--- src/rtl/calc_cmd_scheduler.sv ---
`default_nettype none
// ============================================================================
// Module   : calc_cmd_scheduler
// Purpose  : Command queue and issue sequencer between the debounced button
//            actions and the calculator stack datapath. Action pulses and
//            their payloads are buffered in a DEPTH-entry FIFO and replayed
//            to the calculator one at a time as single-cycle pulses. Issue is
//            held off while the calculator reports calc_busy, so actions
//            arriving during long operations are not lost.
//
// Ports    : clk                 system clock, all logic on posedge
//            reset               synchronous, active-high
//            push_num            action pulse: push number
//            shift_and_push      action pulse: shift and push
//            do_other_op         action pulse: other operation
//            input_number        payload sampled with the pulse
//            other_op_code       op code sampled with do_other_op
//            calc_busy           calculator executing a command
//            calc_push_num       issued pulse
//            calc_shift_and_push issued pulse
//            calc_do_other_op    issued pulse
//            calc_number         payload of the last issued command
//            calc_op_code        op code of the last issued command
//            queue_level         number of valid FIFO entries
//            idle                FSM in IDLE with an empty FIFO
//            dropped             sticky, a command was discarded
//            timeout             sticky, busy-timeout fired
//
// Options  : CALC_SCHED_BUSY_TIMEOUT_EN - when defined, WAIT is bounded to
//            256 busy cycles; on expiry the FSM returns to IDLE and the
//            sticky timeout flag is set. When undefined, timeout is tied 0.
//
// Revision : 1.0 - initial release
// ============================================================================
module calc_cmd_scheduler #(
    parameter int DEPTH  = 4,
    parameter int DATA_W = 8
) (
    input  logic                     clk,
    input  logic                     reset,
    input  logic                     push_num,
    input  logic                     shift_and_push,
    input  logic                     do_other_op,
    input  logic [DATA_W-1:0]        input_number,
    input  logic [2:0]               other_op_code,
    input  logic                     calc_busy,
    output logic                     calc_push_num,
    output logic                     calc_shift_and_push,
    output logic                     calc_do_other_op,
    output logic [DATA_W-1:0]        calc_number,
    output logic [2:0]               calc_op_code,
    output logic [$clog2(DEPTH):0]   queue_level,
    output logic                     idle,
    output logic                     dropped,
    output logic                     timeout
);

    // ------------------------------------------------------------------------
    // Constants
    // ------------------------------------------------------------------------
    localparam int c_AW = (DEPTH > 1) ? $clog2(DEPTH) : 1;
    localparam int c_LW = $clog2(DEPTH) + 1;
    localparam int c_EW = 2 + 3 + DATA_W;

    localparam logic [c_LW-1:0] c_FULL_LEVEL = c_LW'(DEPTH);

    localparam logic [1:0] c_KIND_PUSH  = 2'd0;
    localparam logic [1:0] c_KIND_SHIFT = 2'd1;
    localparam logic [1:0] c_KIND_OTHER = 2'd2;

    localparam logic [1:0] c_ST_IDLE   = 2'd0;
    localparam logic [1:0] c_ST_ISSUE  = 2'd1;
    localparam logic [1:0] c_ST_SETTLE = 2'd2;
    localparam logic [1:0] c_ST_WAIT   = 2'd3;

    // ------------------------------------------------------------------------
    // State
    // ------------------------------------------------------------------------
    logic [1:0]        r_state;
    logic [c_EW-1:0]   r_mem [DEPTH];
    logic [c_AW-1:0]   r_wr_ptr;
    logic [c_AW-1:0]   r_rd_ptr;
    logic [c_LW-1:0]   r_level;
    logic              r_push;
    logic              r_shift;
    logic              r_other;
    logic [DATA_W-1:0] r_number;
    logic [2:0]        r_op_code;
    logic              r_dropped;

    // ------------------------------------------------------------------------
    // Enqueue arbitration: do_other_op > shift_and_push > push_num
    // ------------------------------------------------------------------------
    logic              w_req_any;
    logic              w_req_multi;
    logic [1:0]        w_req_kind;
    logic [2:0]        w_req_op;
    logic [c_EW-1:0]   w_wr_entry;
    logic              w_full;
    logic              w_empty;
    logic              w_wr_en;
    logic              w_rd_en;

    always_comb begin
        w_req_any   = push_num | shift_and_push | do_other_op;
        w_req_multi = (push_num & shift_and_push) |
                      (push_num & do_other_op)    |
                      (shift_and_push & do_other_op);
        w_req_kind  = c_KIND_PUSH;
        w_req_op    = 3'd0;
        if (do_other_op) begin
            w_req_kind = c_KIND_OTHER;
            w_req_op   = other_op_code;
        end else if (shift_and_push) begin
            w_req_kind = c_KIND_SHIFT;
        end
    end

    assign w_wr_entry = {w_req_kind, w_req_op, input_number};

    // Full/empty come from the level at the start of the cycle, so a pop in
    // the same cycle never makes room for an incoming command.
    assign w_full  = (r_level == c_FULL_LEVEL);
    assign w_empty = (r_level == '0);
    assign w_wr_en = w_req_any & ~w_full;
    assign w_rd_en = (r_state == c_ST_IDLE) & ~w_empty & ~calc_busy;

    // Head-of-queue decode
    logic [c_EW-1:0]   w_head;
    logic [1:0]        w_head_kind;
    logic [2:0]        w_head_op;
    logic [DATA_W-1:0] w_head_num;

    assign w_head      = r_mem[r_rd_ptr];
    assign w_head_kind = w_head[c_EW-1 -: 2];
    assign w_head_op   = w_head[DATA_W +: 3];
    assign w_head_num  = w_head[DATA_W-1:0];

    // ------------------------------------------------------------------------
    // FIFO storage (no reset needed: pointers/level define validity)
    // ------------------------------------------------------------------------
    always_ff @(posedge clk) begin
        if (!reset && w_wr_en) begin
            r_mem[r_wr_ptr] <= w_wr_entry;
        end
    end

    // ------------------------------------------------------------------------
    // Optional busy timeout
    // ------------------------------------------------------------------------
    logic w_timeout_hit;

`ifdef CALC_SCHED_BUSY_TIMEOUT_EN
    logic [7:0] r_wait_cnt;
    logic       r_timeout;

    // Counter is zeroed while in ISSUE (i.e. on entry to SETTLE) and counts
    // every WAIT cycle spent with calc_busy still high; the 256th such cycle
    // forces the FSM back to IDLE.
    assign w_timeout_hit = (r_state == c_ST_WAIT) & calc_busy & (r_wait_cnt == 8'hFF);

    always_ff @(posedge clk) begin
        if (reset) begin
            r_wait_cnt <= 8'd0;
            r_timeout  <= 1'b0;
        end else begin
            if (r_state == c_ST_ISSUE) begin
                r_wait_cnt <= 8'd0;
            end else if ((r_state == c_ST_WAIT) && calc_busy) begin
                r_wait_cnt <= r_wait_cnt + 8'd1;
            end
            if (w_timeout_hit) begin
                r_timeout <= 1'b1;
            end
        end
    end

    assign timeout = r_timeout;
`else
    assign w_timeout_hit = 1'b0;
    assign timeout       = 1'b0;
`endif

    // ------------------------------------------------------------------------
    // Pointers, level, sticky drop flag and issue FSM
    // ------------------------------------------------------------------------
    always_ff @(posedge clk) begin
        if (reset) begin
            r_state   <= c_ST_IDLE;
            r_wr_ptr  <= '0;
            r_rd_ptr  <= '0;
            r_level   <= '0;
            r_push    <= 1'b0;
            r_shift   <= 1'b0;
            r_other   <= 1'b0;
            r_number  <= '0;
            r_op_code <= 3'd0;
            r_dropped <= 1'b0;
        end else begin
            if (w_wr_en) begin
                r_wr_ptr <= r_wr_ptr + 1'b1;
            end
            if (w_rd_en) begin
                r_rd_ptr <= r_rd_ptr + 1'b1;
            end
            r_level <= r_level + {{(c_LW-1){1'b0}}, w_wr_en}
                               - {{(c_LW-1){1'b0}}, w_rd_en};

            // Arbitration losers and commands hitting a full queue are lost
            if (w_req_multi || (w_req_any && w_full)) begin
                r_dropped <= 1'b1;
            end

            // Issue pulses default low; only the IDLE->ISSUE step raises one
            r_push  <= 1'b0;
            r_shift <= 1'b0;
            r_other <= 1'b0;

            case (r_state)
                c_ST_IDLE: begin
                    if (w_rd_en) begin
                        r_state   <= c_ST_ISSUE;
                        r_number  <= w_head_num;
                        r_op_code <= w_head_op;
                        case (w_head_kind)
                            c_KIND_PUSH:  r_push  <= 1'b1;
                            c_KIND_SHIFT: r_shift <= 1'b1;
                            c_KIND_OTHER: r_other <= 1'b1;
                            default:      r_push  <= 1'b0;
                        endcase
                    end
                end
                c_ST_ISSUE: begin
                    r_state <= c_ST_SETTLE;
                end
                c_ST_SETTLE: begin
                    // calc_busy deliberately ignored: the calculator needs a
                    // cycle after the pulse to raise it.
                    r_state <= c_ST_WAIT;
                end
                c_ST_WAIT: begin
                    if (!calc_busy || w_timeout_hit) begin
                        r_state <= c_ST_IDLE;
                    end
                end
                default: begin
                    r_state <= c_ST_IDLE;
                end
            endcase
        end
    end

    // ------------------------------------------------------------------------
    // Outputs
    // ------------------------------------------------------------------------
    assign calc_push_num       = r_push;
    assign calc_shift_and_push = r_shift;
    assign calc_do_other_op    = r_other;
    assign calc_number         = r_number;
    assign calc_op_code        = r_op_code;
    assign queue_level         = r_level;
    assign idle                = (r_state == c_ST_IDLE) & w_empty;
    assign dropped             = r_dropped;

endmodule
`default_nettype wire

--- config.mk ---
export PLATFORM = sky130hd
export DESIGN_NAME = calc_cmd_scheduler
export DESIGN_NICKNAME = d
export VERILOG_FILES = /design/src/rtl/calc_cmd_scheduler.sv
export SDC_FILE = /design/constraint.sdc
export NUM_CORES = 1
export LEC_CHECK = 0
export ABC_AREA = 1
export CELL_PAD_IN_SITES_DETAIL_PLACEMENT = 1
export CELL_PAD_IN_SITES_GLOBAL_PLACEMENT = 1
export CORE_MARGIN = 2
export CORE_UTILIZATION = 43
export DETAILED_ROUTE_END_ITERATION = 10
export PLACE_DENSITY = 0.77
export REMOVE_ABC_BUFFERS = 1
export SETUP_SLACK_MARGIN = 0.5
export SYNTH_ARGS = -nofsm -noshare
export SYNTH_HDL_FRONTEND = slang
export SYNTH_SLANG_ARGS = --single-unit
--- constraint.sdc ---
create_clock -name clk -period 2.3 [get_ports clk]
set_input_delay 0.46 -clock clk [delete_from_list [all_inputs] [get_ports clk]]
set_output_delay 0.46 -clock clk [all_outputs]
set_load 0.01 [all_outputs]
==> flow_summary.ini <==
[run_status]
status = complete, no violations

[synth]
synthDominantCellAreaShare_pct = 44.75
yosys-top-cells-area = edfxtp_1, dfxtp_1, nand2_1, inv_1, nand3_1
synth.avg_cell_area_um2 = 9.087
synth-compound-area-share_pct = 1.506
ys_seq_area_share_pct = 59.66
yosysTopAreaCell = edfxtp_1
synth_adder_area_share_pct = 3.801
synth_xor_area_share_pct = 0.5020
synth_cell_types = 25
synth_cells = 384
synth-seq-cells = 78
synth_top_family_by_area = simple AND/OR/NAND/NOR gates
syn_area_um2 = 3490
yosys.area_share.simple_pct = 22.80
yosysWarnings = 0
yosys-mux-area-fraction_pct = 0

[route]
viasPerCell = 4.651
drc = 0
finalWirelength_um = 7791
via_count = 2535
wl_per_cell_um = 14.30
drtIter0Drc = 80
antenna_left = 0
dr.pass1.iters = 4

[sta]
min_period_ps = 1831
finalWorstSetupSlack_ps = 469.4
grt_setup_unrepaired = yes
finalHoldViolations = 0
relSlewSlack_pct = 59.67
holdWs_ps = 515.5
setup_tns_ps = 0
finClkSkew_ps = 12.08
fin_crit_sh_pct = 79.59
tightestPinTransition_ps = 604.2
slew_viol_final = 0
finalSetupViolations = 0
clock.fmax_mhz = 546.3

[global_route]
grt_pass1_vias = 2728
antenna_found_initial = 0
grt_usage_pct = 19.82
grt_pass1_wl_um = 13000
grt_overflow = 0
grt_start_max_net_pins = 27

[worst_setup_path]
crit_cells = 10
crit_family = adder cells
endpoint = queue_level[1]
slowest_stage = fa_2
cp-end-kind = flip-flop
start_kind = flip-flop
cp_cell_sequence = inv_2 -> ha_4 -> inv_4 -> nor2_4 -> nand2_4 -> xor2_1 -> ha_2 -> inv_2 -> fa_2 -> nor2_1
regToRegStartpoint = r_state[0]
crit_type = flip-flop to flip-flop
r2r_slack_ps = 470
cp_common_cell = inv_2
cpPeakStageDelay_ps = 510
worstRegToRegCells = 10
crit_arrival_ps = 2070
worst-path-buf-inv = 3
startpoint = r_state[0]
worstPathRequired_ps = 2540
critPathMaxFanout = 3
regToRegEndpoint = queue_level[1]

[layout]
fillCellCount = 918
final_core_util_pct = 53.86
drive_above_1_share_pct = 12.64
multi_input_area_um2 = 1027
syn2layout_area_growth_pct = 20.51
fin_cells = 545
insertedDiodeCount = 0
seqCellArea_um2 = 2087
stdcell_area_um2 = 4205
fin_nets = 465

[power]
ir_drop_mv = 0.4061
leakagePower_nw = 1.936
p_per_area_nw_per_um2 = 1039
finalPower_mw = 4.369

[floorplan]
fp.dieH_um = 94.09
placementRows = 32
die_x_um = 94.09
core-area_um2 = 7807
initial_core_util_pct = 44.70
die_area_um2 = 8852
ios = 37

[placement]
dp_hpwl_um = 5356
gp_congestion = 0.7476
io_buffer_count = 35
dp_cells = 522
post-place-ws_ps = -2.912
postPlaceCellArea_um2 = 3970

[clocking]
hold_buffers = 0
tritoncts = yes
cts_buffers = 9
clock_latency_ps = 340
clk_path_buf_depth = 2
clock-sinks = 78
ctsRootBufferMaster = clkbuf_8
cts.clk_slew.worst_paths_ps = 80
htreeDepth = 3

[worst_hold_path]
hp-class = flip-flop to flip-flop

[job]
drv_cap = 0
cell usage in the layout (no fill, tap or decap), drive strengths merged:
cell / instances
a21o: 1
a21oi: 8
buf: 20
clkbuf: 15
clkdlybuf4s50: 29
clkinv: 3
conb: 1
dfxtp: 26
dlygate4sd2: 5
edfxtp: 52
fa: 1
ha: 9
inv: 81
nand2: 108
nand3: 34
nand3b: 1
nor2: 46
o21ai: 1
xor2: 2
worst min path at each step:
stage | from | end | slack, ps | cells past startpoint
after floorplan | r_rd_ptr[0] | flip-flop | 470 | 2
after global placement | r_rd_ptr[0] | r_rd_ptr[0] | 480 | 2
after detailed placement | r_rd_ptr[0] | r_rd_ptr[0] | 490 | 2
after CTS | r_rd_ptr[1] | r_rd_ptr[1] | 510 | 2
after global routing | r_rd_ptr[1] | r_rd_ptr[1] | 540 | 2
final | r_rd_ptr[1] | r_rd_ptr[1] | 520 | 2
area by class of cell:
cell class	count	share of cell area [%]
clock inverters	2	0.2083
repair buffers	55	11.63
well taps	102	3.035
flip-flops and latches	78	49.63
inverters	82	7.438
multi-input cells	212	24.43
clock buffers	14	3.630
state kept, by name, summed over array words and instances, names as in the netlist, named ones only:
signal	cells
dropped	1
calc_do_other_op	1
r_wr_ptr	2
calc_shift_and_push	1
r_state	2
calc_push_num	1
queue_level	3
calc_number	8
calc_op_code	3
r_mem	52
r_rd_ptr	2
cells in the mapped netlist (all sizes together):
| cell type | count |
|---|---|
| inv | 81 |
| nand3b | 1 |
| edfxtp | 52 |
| conb | 1 |
| o21ai | 1 |
| nand3 | 34 |
| a21oi | 8 |
| dfxtp | 26 |
| clkinv | 1 |
| nand2 | 108 |
| buf | 12 |
| xor2 | 2 |
| fa | 1 |
| a21o | 1 |
| ha | 9 |
| nor2 | 46 |
power breakdown:
part           internal, mW  total (mW)  switching, mW
sequential             1.78        1.94          0.161
combinational         0.654        1.55          0.896
clock                 0.419       0.883          0.464
total                  2.85        4.37           1.52
tightest hold or removal path: stages (launching register included):
cell	delay, ps
dfxtp_1	340
nand2_2	80
a21oi_1	60
layer usage:
layer | global-route usage, % | wire length, um
met1 | 22.86 | 3393
met2 | 35.30 | 4048
met3 | 4.013 | 181
met4 | 8.937 | 168
met5 | 0 | 0
cell families (layout without fill, tap and decap cells):
| logic type | count (synthesis) | count (layout) |
|---|---|---|
| other | 1 | 1 |
| AO/OA/AOI/OAI | 10 | 10 |
| XOR/XNOR | 2 | 2 |
| buffers and inverters | 94 | 153 |
| adder cells (fa/ha/maj) | 10 | 10 |
| AND/OR/NAND/NOR | 189 | 189 |
| flip-flops | 78 | 78 |
timing repair:
| item | CTS | global route |
|---|---|---|
| gates resized for setup | 23 | 2 |
| buffers inserted | 6 | 1 |
| pin swaps | 4 | 1 |
| setup endpoints to repair | 11 | 4 |
(Power assumes the default switching activity.)
